### config.mk
export PLATFORM = sky130hd
export DESIGN_NAME = frame_scan_controller
export DESIGN_NICKNAME = d
export VERILOG_FILES = /design/src/rtl/frame_scan_controller.sv
export SDC_FILE = /design/constraint.sdc
export NUM_CORES = 1
export LEC_CHECK = 0
export ABC_AREA = 0
export CAP_MARGIN = 30
export CELL_PAD_IN_SITES_DETAIL_PLACEMENT = 0
export CELL_PAD_IN_SITES_GLOBAL_PLACEMENT = 1
export CORE_MARGIN = 1.5
export CORE_UTILIZATION = 34
export DETAILED_ROUTE_END_ITERATION = 10
export GPL_TIMING_DRIVEN = 1
export PLACE_DENSITY_LB_ADDON = 0.1
export SKIP_LAST_GASP = 1
export SLEW_MARGIN = 20
export SYNTH_ARGS = -nofsm -noshare
export SYNTH_HDL_FRONTEND = slang
export SYNTH_SLANG_ARGS = --single-unit
### constraint.sdc
create_clock -name pixclk -period 2 [get_ports pixclk]
set_clock_uncertainty 0.05 [all_clocks]
set_input_delay 0.4 -clock pixclk [delete_from_list [all_inputs] [get_ports pixclk]]
set_output_delay 0.4 -clock pixclk [all_outputs]
set_load 0.005 [all_outputs]
### src/rtl/frame_scan_controller.sv
// Raster scan sequencer: walks a frame line by line and emits one pixel beat per
// valid/ready handshake, with horizontal blanking between lines.
module frame_scan_controller #(
  parameter int IMG_WIDTH  = 400,
  parameter int IMG_HEIGHT = 300,
  parameter int HBLANK     = 16,
  parameter int COORD_W    = 12
) (
  input  logic               pixclk,
  input  logic               reset,
  input  logic               start,
  input  logic               abort,
  input  logic               ready,
  output logic               valid,
  output logic [COORD_W-1:0] x_coord,
  output logic [COORD_W-1:0] y_coord,
  output logic               sof,
  output logic               eol,
  output logic               eof,
  output logic               busy,
  output logic               frame_done,
  output logic [15:0]        frame_count
);

  localparam int BLANK_W = (HBLANK > 1) ? $clog2(HBLANK) : 1;
  localparam logic [BLANK_W-1:0] BLANK_LAST = (HBLANK > 0) ? BLANK_W'(HBLANK - 1) : '0;
  localparam logic [COORD_W-1:0] X_LAST = COORD_W'(IMG_WIDTH - 1);
  localparam logic [COORD_W-1:0] Y_LAST = COORD_W'(IMG_HEIGHT - 1);

  typedef enum logic [1:0] {
    S_IDLE,
    S_ACTIVE,
    S_HBLANK,
    S_DONE
  } state_e;

  state_e             state_q, state_d;
  logic [COORD_W-1:0] x_q, x_d;
  logic [COORD_W-1:0] y_q, y_d;
  logic [BLANK_W-1:0] blank_q, blank_d;
  logic [15:0]        frame_count_q, frame_count_d;

  always_comb begin
    state_d       = state_q;
    x_d           = x_q;
    y_d           = y_q;
    blank_d       = blank_q;
    frame_count_d = frame_count_q;

    case (state_q)
      S_IDLE: begin
        if (start && !abort) state_d = S_ACTIVE;
      end
      S_ACTIVE: begin
        if (ready) begin
          if (x_q != X_LAST) begin
            x_d = x_q + 1'b1;
          end else begin
            x_d = '0;
            if (y_q != Y_LAST) begin
              y_d     = y_q + 1'b1;
              blank_d = '0;
              state_d = (HBLANK == 0) ? S_ACTIVE : S_HBLANK;
            end else begin
              y_d     = '0;
              state_d = S_DONE;
            end
          end
        end
      end
      S_HBLANK: begin
        if (blank_q == BLANK_LAST) begin
          blank_d = '0;
          state_d = S_ACTIVE;
        end else begin
          blank_d = blank_q + 1'b1;
        end
      end
      S_DONE: begin
        state_d       = S_IDLE;
        frame_count_d = frame_count_q + 16'd1;
      end
      default: state_d = S_IDLE;
    endcase

    // Abort overrides everything above, including the completion count in DONE.
    if (abort && state_q != S_IDLE) begin
      state_d       = S_IDLE;
      x_d           = '0;
      y_d           = '0;
      blank_d       = '0;
      frame_count_d = frame_count_q;
    end
  end

  // NOTE: sequential state uses non-blocking assignments so every flop samples
  // the pre-edge values of the others; reset is synchronous to pixclk.
  always_ff @(posedge pixclk) begin
    if (reset) begin
      state_q       <= S_IDLE;
      x_q           <= '0;
      y_q           <= '0;
      blank_q       <= '0;
      frame_count_q <= '0;
    end else begin
      state_q       <= state_d;
      x_q           <= x_d;
      y_q           <= y_d;
      blank_q       <= blank_d;
      frame_count_q <= frame_count_d;
    end
  end

  assign valid       = (state_q == S_ACTIVE);
  assign x_coord     = x_q;
  assign y_coord     = y_q;
  assign sof         = valid && (x_q == '0) && (y_q == '0);
  assign eol         = valid && (x_q == X_LAST);
  assign eof         = eol && (y_q == Y_LAST);
  assign busy        = (state_q != S_IDLE);
  assign frame_done  = (state_q == S_DONE);
  assign frame_count = frame_count_q;

endmodule

==> key figures, run 1 <==
STA
  • Total negative slack: -633 ps
  • RSZ-0062 raised after global routing: yes
  • Fin Hold WS: approximately 450 ps
  • Highest attainable clock frequency: 464 MHz
  • Clock period minus final worst setup slack: approximately 2200 ps
  • Worst max-slew margin expressed relative to the limit: 0.717
  • Final slew viol count: 0
  • Fin worst setup slack: -155 ps
  • Setup violations, final: 7
  • Transition time of the tightest slew-check pin: ~420 ps
  • Final Hold Vio Count: 0
  • Portion of the clock cycle consumed by the worst path in the final layout: 1.08

Worst setup path
  • Required time of the worst setup path: 2150 ps
  • Critical Path Source Type: flop
  • Element type at the critical path end: flop
  • Arrival time of the worst setup path: 2310 ps
  • Startpoint-to-endpoint class of the critical path: flop to flop
  • Highest fanout seen on the critical path: 6

Routing
  • DRT iter0 DRCs: 69
  • Via-per-instance ratio: 5.18
  • Via count: approximately 2,500
  • Detail-routed net length per standard cell: 13.7 um
  • DRC violations left: 0
  • Number of iterations in the first detailed-routing pass: 6
  • Post-Route WL: 6590 um
  • Routed Antenna Nets: 0

Synthesis
  • Distinct cell type count of the synthesized netlist: 44
  • Main area contributors after synthesis: sky130_fd_sc_hd__dfxtp_1 39%, sky130_fd_sc_hd__nor2_1 4.8%, sky130_fd_sc_hd__a21oi_1 4.3%
  • Post-synth EDFFs: 0
  • Gate count of the mapped netlist: 281
  • Most numerous cell types in the synthesized netlist: 46 x sky130_fd_sc_hd__dfxtp_1, 30 x sky130_fd_sc_hd__nor2_1, 21 x sky130_fd_sc_hd__nand2_1, 20 x sky130_fd_sc_hd__a21oi_1, 15 x sky130_fd_sc_hd__nand4_1
  • Most instantiated library cell after synthesis: sky130_fd_sc_hd__dfxtp_1
  • Yosys warning count: 0
  • Top cell type's share of synthesized area: 0.392
  • Netlist Area Pre-Place: about 2400 um^2
  • Fraction of the yosys area taken by sequential cells: 0.392
  • Async set-reset flop share out of synthesis: 0
  • Top cell type by total area after synthesis: sky130_fd_sc_hd__dfxtp_1
  • Post-synthesis sequential element count: between 40 and 50
  • Most used DFF post-synth: sky130_fd_sc_hd__dfxtp_1
  • Synthesized netlist net count: 292
  • Mean instance size in the synthesized netlist: 8.37 um^2

Flow run
  • Maxcap violations: 0

Power
  • Maximum vdd ir drop: approximately 380 uV
  • Total power per unit cell area: 473 nW/um^2
  • Overall Power: 1.71 mW
  • Leakage power: between 1 and 1.5 nW

Clocking
  • Latest clock arrival within the worst-skew pair: 300 ps
  • Clock-pin slew reported for the worst setup and hold paths after clock tree synthesis: 90 ps
  • Clk sink count: 46
  • CTS H-tree depth: 2
  • Clock root cell: sky130_fd_sc_hd__clkbuf_8
  • Number of buffers created by CTS: 5
  • Clock tree from TritonCTS: done
  • Maximum buffer depth of the clock tree: 2

Layout
  • Fin util: 0.535
  • Area growth, synth to finish: 53.8%
  • Final Cell Area: ~3600 um^2
  • Final antenna diode count: 0
  • Fill cell total of the finished layout: 681
  • Post-layout nets: 410
  • Layout cell share with drive strength beyond 1: 0.253

Outcome
  • Result of the run: finished, violations left
  • Failing checks: negative setup slack

Floorplan
  • Initial standard-cell utilization of the core: 0.348
  • Placeable core region: 6760 um^2
  • Die width: 86.2 um
  • Placement row count: 30
  • Top-level port count: 51
  • DIE HEIGHT: between 80 and 90 um
  • DIE AREA: 7420 um^2

Global routing
  • Vias in the first global route: 2,385
  • Maximum number of pins on one net before global-route repair: 15
  • Sum of overflow across all layers after global routing: 0
  • First-pass GRT wire length: ~11,000 um
  • Initial antenna violation count: 0
  • Total routing usage reported by global routing: 0.190

Place
  • Final estimated routing congestion in global placement: 0.858
  • Instance area at placement: 3440 um^2
  • Port Buf Inserts: 50
  • Hpwl dp: 5070 um

Worst hold path
  • Path category of the worst min-delay check: flop to flop
-- registers in the layout, summed over array words and instances, names as in the netlist --
signal	cells
y_coord	12
x_coord	12
blank_q	4
state_q	2
frame_count	16
-- layout make-up --
class                           instances  area, um^2  area share
Clock buffer                            6        72.6      0.0201
Sequential cell                        46         931       0.257
Multi-Input combinational cell        215        1400       0.387
Clock inverter                          2        37.5      0.0104
Timing Repair Buffer                  122        1040       0.289
Inverter                                9        33.8     0.00934
Tap cell                               80         100      0.0277
-- kinds of logic (layout without fill, tap and decap cells) --
group | after synthesis | after routing | share of synthesized area
multiplexers | 4 | 4 | 0.0181
flip-flops | 46 | 46 | 0.392
AND/OR/NAND/NOR | 142 | 142 | 0.344
XOR/XNOR | 18 | 18 | 0.0671
AO/OA/AOI/OAI | 45 | 45 | 0.114
buffers and inverters | 20 | 139 | 0.0325
adder cells (fa/ha/maj) | 6 | 6 | 0.0319
-- per-stage QoR --
step / instances / setup slack, ps
floorplan: 281 / -78.3
global placement: 469 / -367
detailed placement: 469 / -367
CTS: 479 / -238
global route: 480 / -244
finish: 480 / -155
-- power by group --
part | internal (mW) | switching [mW] | total (mW) | leakage (nW)
clock | 0.373 | 0.332 | 0.705 | 0.0514
combinational | 0.0423 | 0.0428 | 0.0851 | 0.986
sequential | 0.916 | 0.00229 | 0.919 | 0.374
-- metal layers --
| metal | up-vias | GRT usage | wire (um) |
|---|---|---|---|
| met5 | - | 0 | 0 |
| met2 | 45 | 0.327 | 3200 |
| met1 | 1167 | 0.237 | 3050 |
| met3 | 5 | 0.0433 | 281 |
| li1 | 1268 | - | - |
| met4 | 0 | 0.0572 | 69 |
-- cells in the final DEF, fill, tap and decap left out, types with 2 or more instances in the layout --
cell,instances
sky130_fd_sc_hd__ha_1,5
sky130_fd_sc_hd__nor4_1,6
sky130_fd_sc_hd__inv_1,9
sky130_fd_sc_hd__nor2b_1,3
sky130_fd_sc_hd__nand2_1,20
sky130_fd_sc_hd__xor2_1,11
sky130_fd_sc_hd__o31ai_1,5
sky130_fd_sc_hd__and4b_1,2
sky130_fd_sc_hd__nand4_1,15
sky130_fd_sc_hd__nand2b_1,2
sky130_fd_sc_hd__buf_2,3
sky130_fd_sc_hd__o21ai_0,11
sky130_fd_sc_hd__and3b_1,3
sky130_fd_sc_hd__nor4_2,2
sky130_fd_sc_hd__or4_1,9
sky130_fd_sc_hd__xnor2_1,7
sky130_fd_sc_hd__mux2_2,2
sky130_fd_sc_hd__and2_1,5
sky130_fd_sc_hd__mux2i_1,2
sky130_fd_sc_hd__clkbuf_8,5
sky130_fd_sc_hd__dfxtp_1,40
sky130_fd_sc_hd__clkdlybuf4s50_1,45
sky130_fd_sc_hd__nand3_1,13
sky130_fd_sc_hd__or3_1,6
sky130_fd_sc_hd__buf_4,70
sky130_fd_sc_hd__nor3_1,5
sky130_fd_sc_hd__nor2_1,30
sky130_fd_sc_hd__and3_1,2
sky130_fd_sc_hd__dfxtp_2,5
sky130_fd_sc_hd__a21oi_1,20
sky130_fd_sc_hd__and4_1,8
-- worst paths after layout --
| check | startpoint | end | slack (ps) | cells past startpoint |
|---|---|---|---|---|
| worst max-delay path | x_coord[9] | blank_q[2] | -150 | 4 |
| worst min-delay path | blank_q[0] | blank_q[0] | 450 | 1 |
| worst max register to register | x_coord[9] | blank_q[2] | -150 | 4 |
| worst min register to register | blank_q[0] | blank_q[0] | 450 | 1 |
-- timing repair --
action	CTS	global route
setup endpoints to repair	12	17
setup buffers	2	1
hold buffers	0	0
gates cloned	0	0
endpoints found under the hold margin	0	0
pin swaps	7	4
resized for setup	20	8
-- critical path, stage by stage, from the launching register on --
cell and delay [ps]:
sky130_fd_sc_hd__dfxtp_2 350, sky130_fd_sc_hd__or4_1 560, sky130_fd_sc_hd__or4_4 490, sky130_fd_sc_hd__o211a_1 290, sky130_fd_sc_hd__a221o_1 320
Power figures use the tool's default switching activity.
==> run 2: changes to the inputs <==
Settings changed: CORE_ASPECT_RATIO set to 1.5, CORE_MARGIN 1.5 to 2.
==> run 2 against run 1 <==
Effect of this change:
- hold slack improved by 14 ps
- via count increased by 3.4%
- flip-flop and latch count unchanged
- largest power group unchanged
- sequential share of layout area decreased by 0.90 points
- the flow still finishes with violations (negative setup slack)
- routed wire length increased by 10%
- core utilization increased by 2.6 points
- setup slack improved by 4.0 ps
- critical path depth unchanged
- final cell count increased by 1.7%
==> key figures, run 2 (same netlist as run 1, synthesis figures left out) <==
Outcome
  • Result of the run: finished, violations left (unchanged)
  • Failing checks: negative setup slack (unchanged)

STA
  • Clock period minus final worst setup slack: 2150 ps (about the same)
  • Highest attainable clock frequency: 465 MHz (was 464 MHz)
  • Portion of the clock cycle consumed by the worst path in the final layout: 1.08 (about the same)
  • Fin worst setup slack: -151 ps (was -155 ps)
  • Transition time of the tightest slew-check pin: 373 ps (was 423 ps)
  • RSZ-0062 raised after global routing: yes (unchanged)
  • Setup violations, final: 13 (was 7)
  • Final slew viol count: 0 (unchanged)
  • Total negative slack: -1060 ps (was -633 ps)
  • Worst max-slew margin expressed relative to the limit: 0.750 (was 0.717)
  • Final Hold Vio Count: 0 (unchanged)

Clocking
  • CTS H-tree depth: 2 (unchanged)
  • Clock tree from TritonCTS: done (unchanged)
  • Latest clock arrival within the worst-skew pair: 300 ps (about the same)
  • Clock root cell: sky130_fd_sc_hd__clkbuf_8 (unchanged)
  • Clk sink count: 46 (unchanged)
  • Maximum buffer depth of the clock tree: 2 (unchanged)
  • Clock-pin slew reported for the worst setup and hold paths after clock tree synthesis: 90 ps (about the same)
  • Number of buffers created by CTS: 5 (unchanged)

Worst setup path
  • Element type at the critical path end: flop (unchanged)
  • Highest fanout seen on the critical path: 6 (unchanged)
  • Required time of the worst setup path: 2180 ps (was 2150 ps)
  • Arrival time of the worst setup path: 2330 ps (was 2310 ps)
  • Startpoint-to-endpoint class of the critical path: flop to flop (unchanged)
  • Critical Path Source Type: flop (unchanged)

Flow run
  • Maxcap violations: 0 (unchanged)

Layout
  • Final antenna diode count: 0 (unchanged)
  • Commonest cells after routing, fill and taps aside: 79 x sky130_fd_sc_hd__buf_4, 45 x sky130_fd_sc_hd__clkdlybuf4s50_1, 39 x sky130_fd_sc_hd__dfxtp_1, 29 x sky130_fd_sc_hd__nor2_1, 20 x sky130_fd_sc_hd__nand2_1 (was 70 x sky130_fd_sc_hd__buf_4, 45 x sky130_fd_sc_hd__clkdlybuf4s50_1, 40 x sky130_fd_sc_hd__dfxtp_1, 30 x sky130_fd_sc_hd__nor2_1)
  • Fin util: 0.561 (was 0.535)
  • Layout cell share with drive strength beyond 1: 0.317 (was 0.253)
  • Area growth, synth to finish: 61.3% (was 53.8%)
  • Fill cell total of the finished layout: 661 (was 681)
  • Most common cell after layout, fill and taps aside: sky130_fd_sc_hd__buf_4 (unchanged)
  • Non-Filler Instances: 488 (was 480)
  • Post-layout nets: 421 (was 410)
  • Max FFs per register: 16 (unchanged)

Power
  • Total power per unit cell area: 416 nW/um^2 (was 473 nW/um^2)
  • Maximum vdd ir drop: 240 uV (was 385 uV)
  • Overall Power: 1.58 mW (was 1.71 mW)
  • Leakage power: 1.49 nW (was 1.41 nW)

Place
  • Port Buf Inserts: 50 (unchanged)
  • Hpwl dp: 5360 um (was 5070 um)
  • Number of instances in the placed design: 469 (unchanged)
  • Final estimated routing congestion in global placement: 0.809 (was 0.858)

Routing
  • DRT iter0 DRCs: 60 (was 69)
  • Number of iterations in the first detailed-routing pass: 4 (was 6)
  • Post-Route WL: 7290 um (was 6590 um)
  • Via-per-instance ratio: 5.26 (was 5.18)
  • Detail-routed net length per standard cell: 14.9 um (was 13.7 um)
  • Via count: 2,569 (was 2,485)
  • Routed Antenna Nets: 0 (unchanged)
  • DRC violations left: 0 (unchanged)

Floorplan
  • Placement row count: 37 (was 30)
  • Top-level port count: 51 (unchanged)
  • Initial standard-cell utilization of the core: 0.348 (about the same)
  • DIE AREA: 7610 um^2 (was 7420 um^2)
  • Placeable core region: 6760 um^2 (about the same)
  • DIE HEIGHT: 106 um (was 86.2 um)
  • Die width: 71.9 um (was 86.2 um)

Global routing
  • Total routing usage reported by global routing: 0.188 (was 0.190)
  • Sum of overflow across all layers after global routing: 0 (unchanged)
  • Vias in the first global route: 2,416 (was 2,385)
  • Initial antenna violation count: 0 (unchanged)
  • Maximum number of pins on one net before global-route repair: 19 (was 15)
  • First-pass GRT wire length: 11,300 um (was 11,200 um)

Worst hold path
  • Path category of the worst min-delay check: flop to flop (unchanged)
-- run 2: changes by cell type in the layout (fill, tap and decap cells not counted), sizes merged --
cell / previous run / this run
bufinv: 1 / 0
clkbuf: 6 / 5
buf: 75 / 86
clkinvlp: 1 / 0
clkinv: 0 / 2
-- run 2: power breakdown --
| group | switching (mW) | internal, mW | total [mW] |
|---|---|---|---|
| clock | 0.332 | 0.236 | 0.568 |
| sequential | 0.00121 | 0.911 | 0.912 |
| combinational | 0.0489 | 0.0474 | 0.0963 |
| total | 0.382 | 1.19 | 1.58 |
-- run 2: final timing paths --
check,startpoint,end,slack (ps),cells after the start
min reg2reg,blank_q[0],blank_q[0],460,1
max,x_coord[10],y_coord[7],-150,4
max reg2reg,x_coord[10],y_coord[7],-150,4
min,blank_q[0],blank_q[0],460,1
-- run 2: worst max-delay path, cell delays in order (launching register included) --
cell and delay [ps]:
sky130_fd_sc_hd__dfxtp_4 370, sky130_fd_sc_hd__or4_4 550, sky130_fd_sc_hd__or4_4 490, sky130_fd_sc_hd__or4_1 490
sky130_fd_sc_hd__a21oi_1 140
-- run 2: layout make-up --
type                            count  area (um^2)  share of cell area
Inverter                            9         36.3             0.00957
Clock buffer                        5         68.8              0.0181
Clock inverter                      2         10.0             0.00264
Tap cell                           78         97.6              0.0257
Timing Repair Buffer              133         1120               0.297
Sequential cell                    46          942               0.248
Multi-Input combinational cell    215         1510               0.399
-- run 2: repair_timing --
| action | CTS | global route |
|---|---|---|
| hold buffers | 0 | 0 |
| gates resized for setup | 18 | 40 |
| pin swaps | 10 | 12 |
| endpoints found under the setup margin | 12 | 20 |
| setup buffers | 8 | 6 |
-- run 2: through the flow --
| step | cell area, um^2 | setup slack [ps] | hold WS (ps) |
|---|---|---|---|
| floorplan | 2350 | -78.3 | 390 |
| finish | 3790 | -151 | 460 |
| CTS | 3620 | -201 | 452 |
| global placement | 3440 | -400 | 426 |
| detailed placement | 3440 | -425 | 423 |
| global route | 3790 | -220 | 473 |
-- run 2: per-layer routing --
metal | GRT usage | wire (um) | up-vias
met5 | 0 | 0 | -
met4 | 0.0647 | 136 | 0
met3 | 0.0287 | 261 | 9
met2 | 0.347 | 3900 | 49
met1 | 0.214 | 2990 | 1222
li1 | - | - | 1289
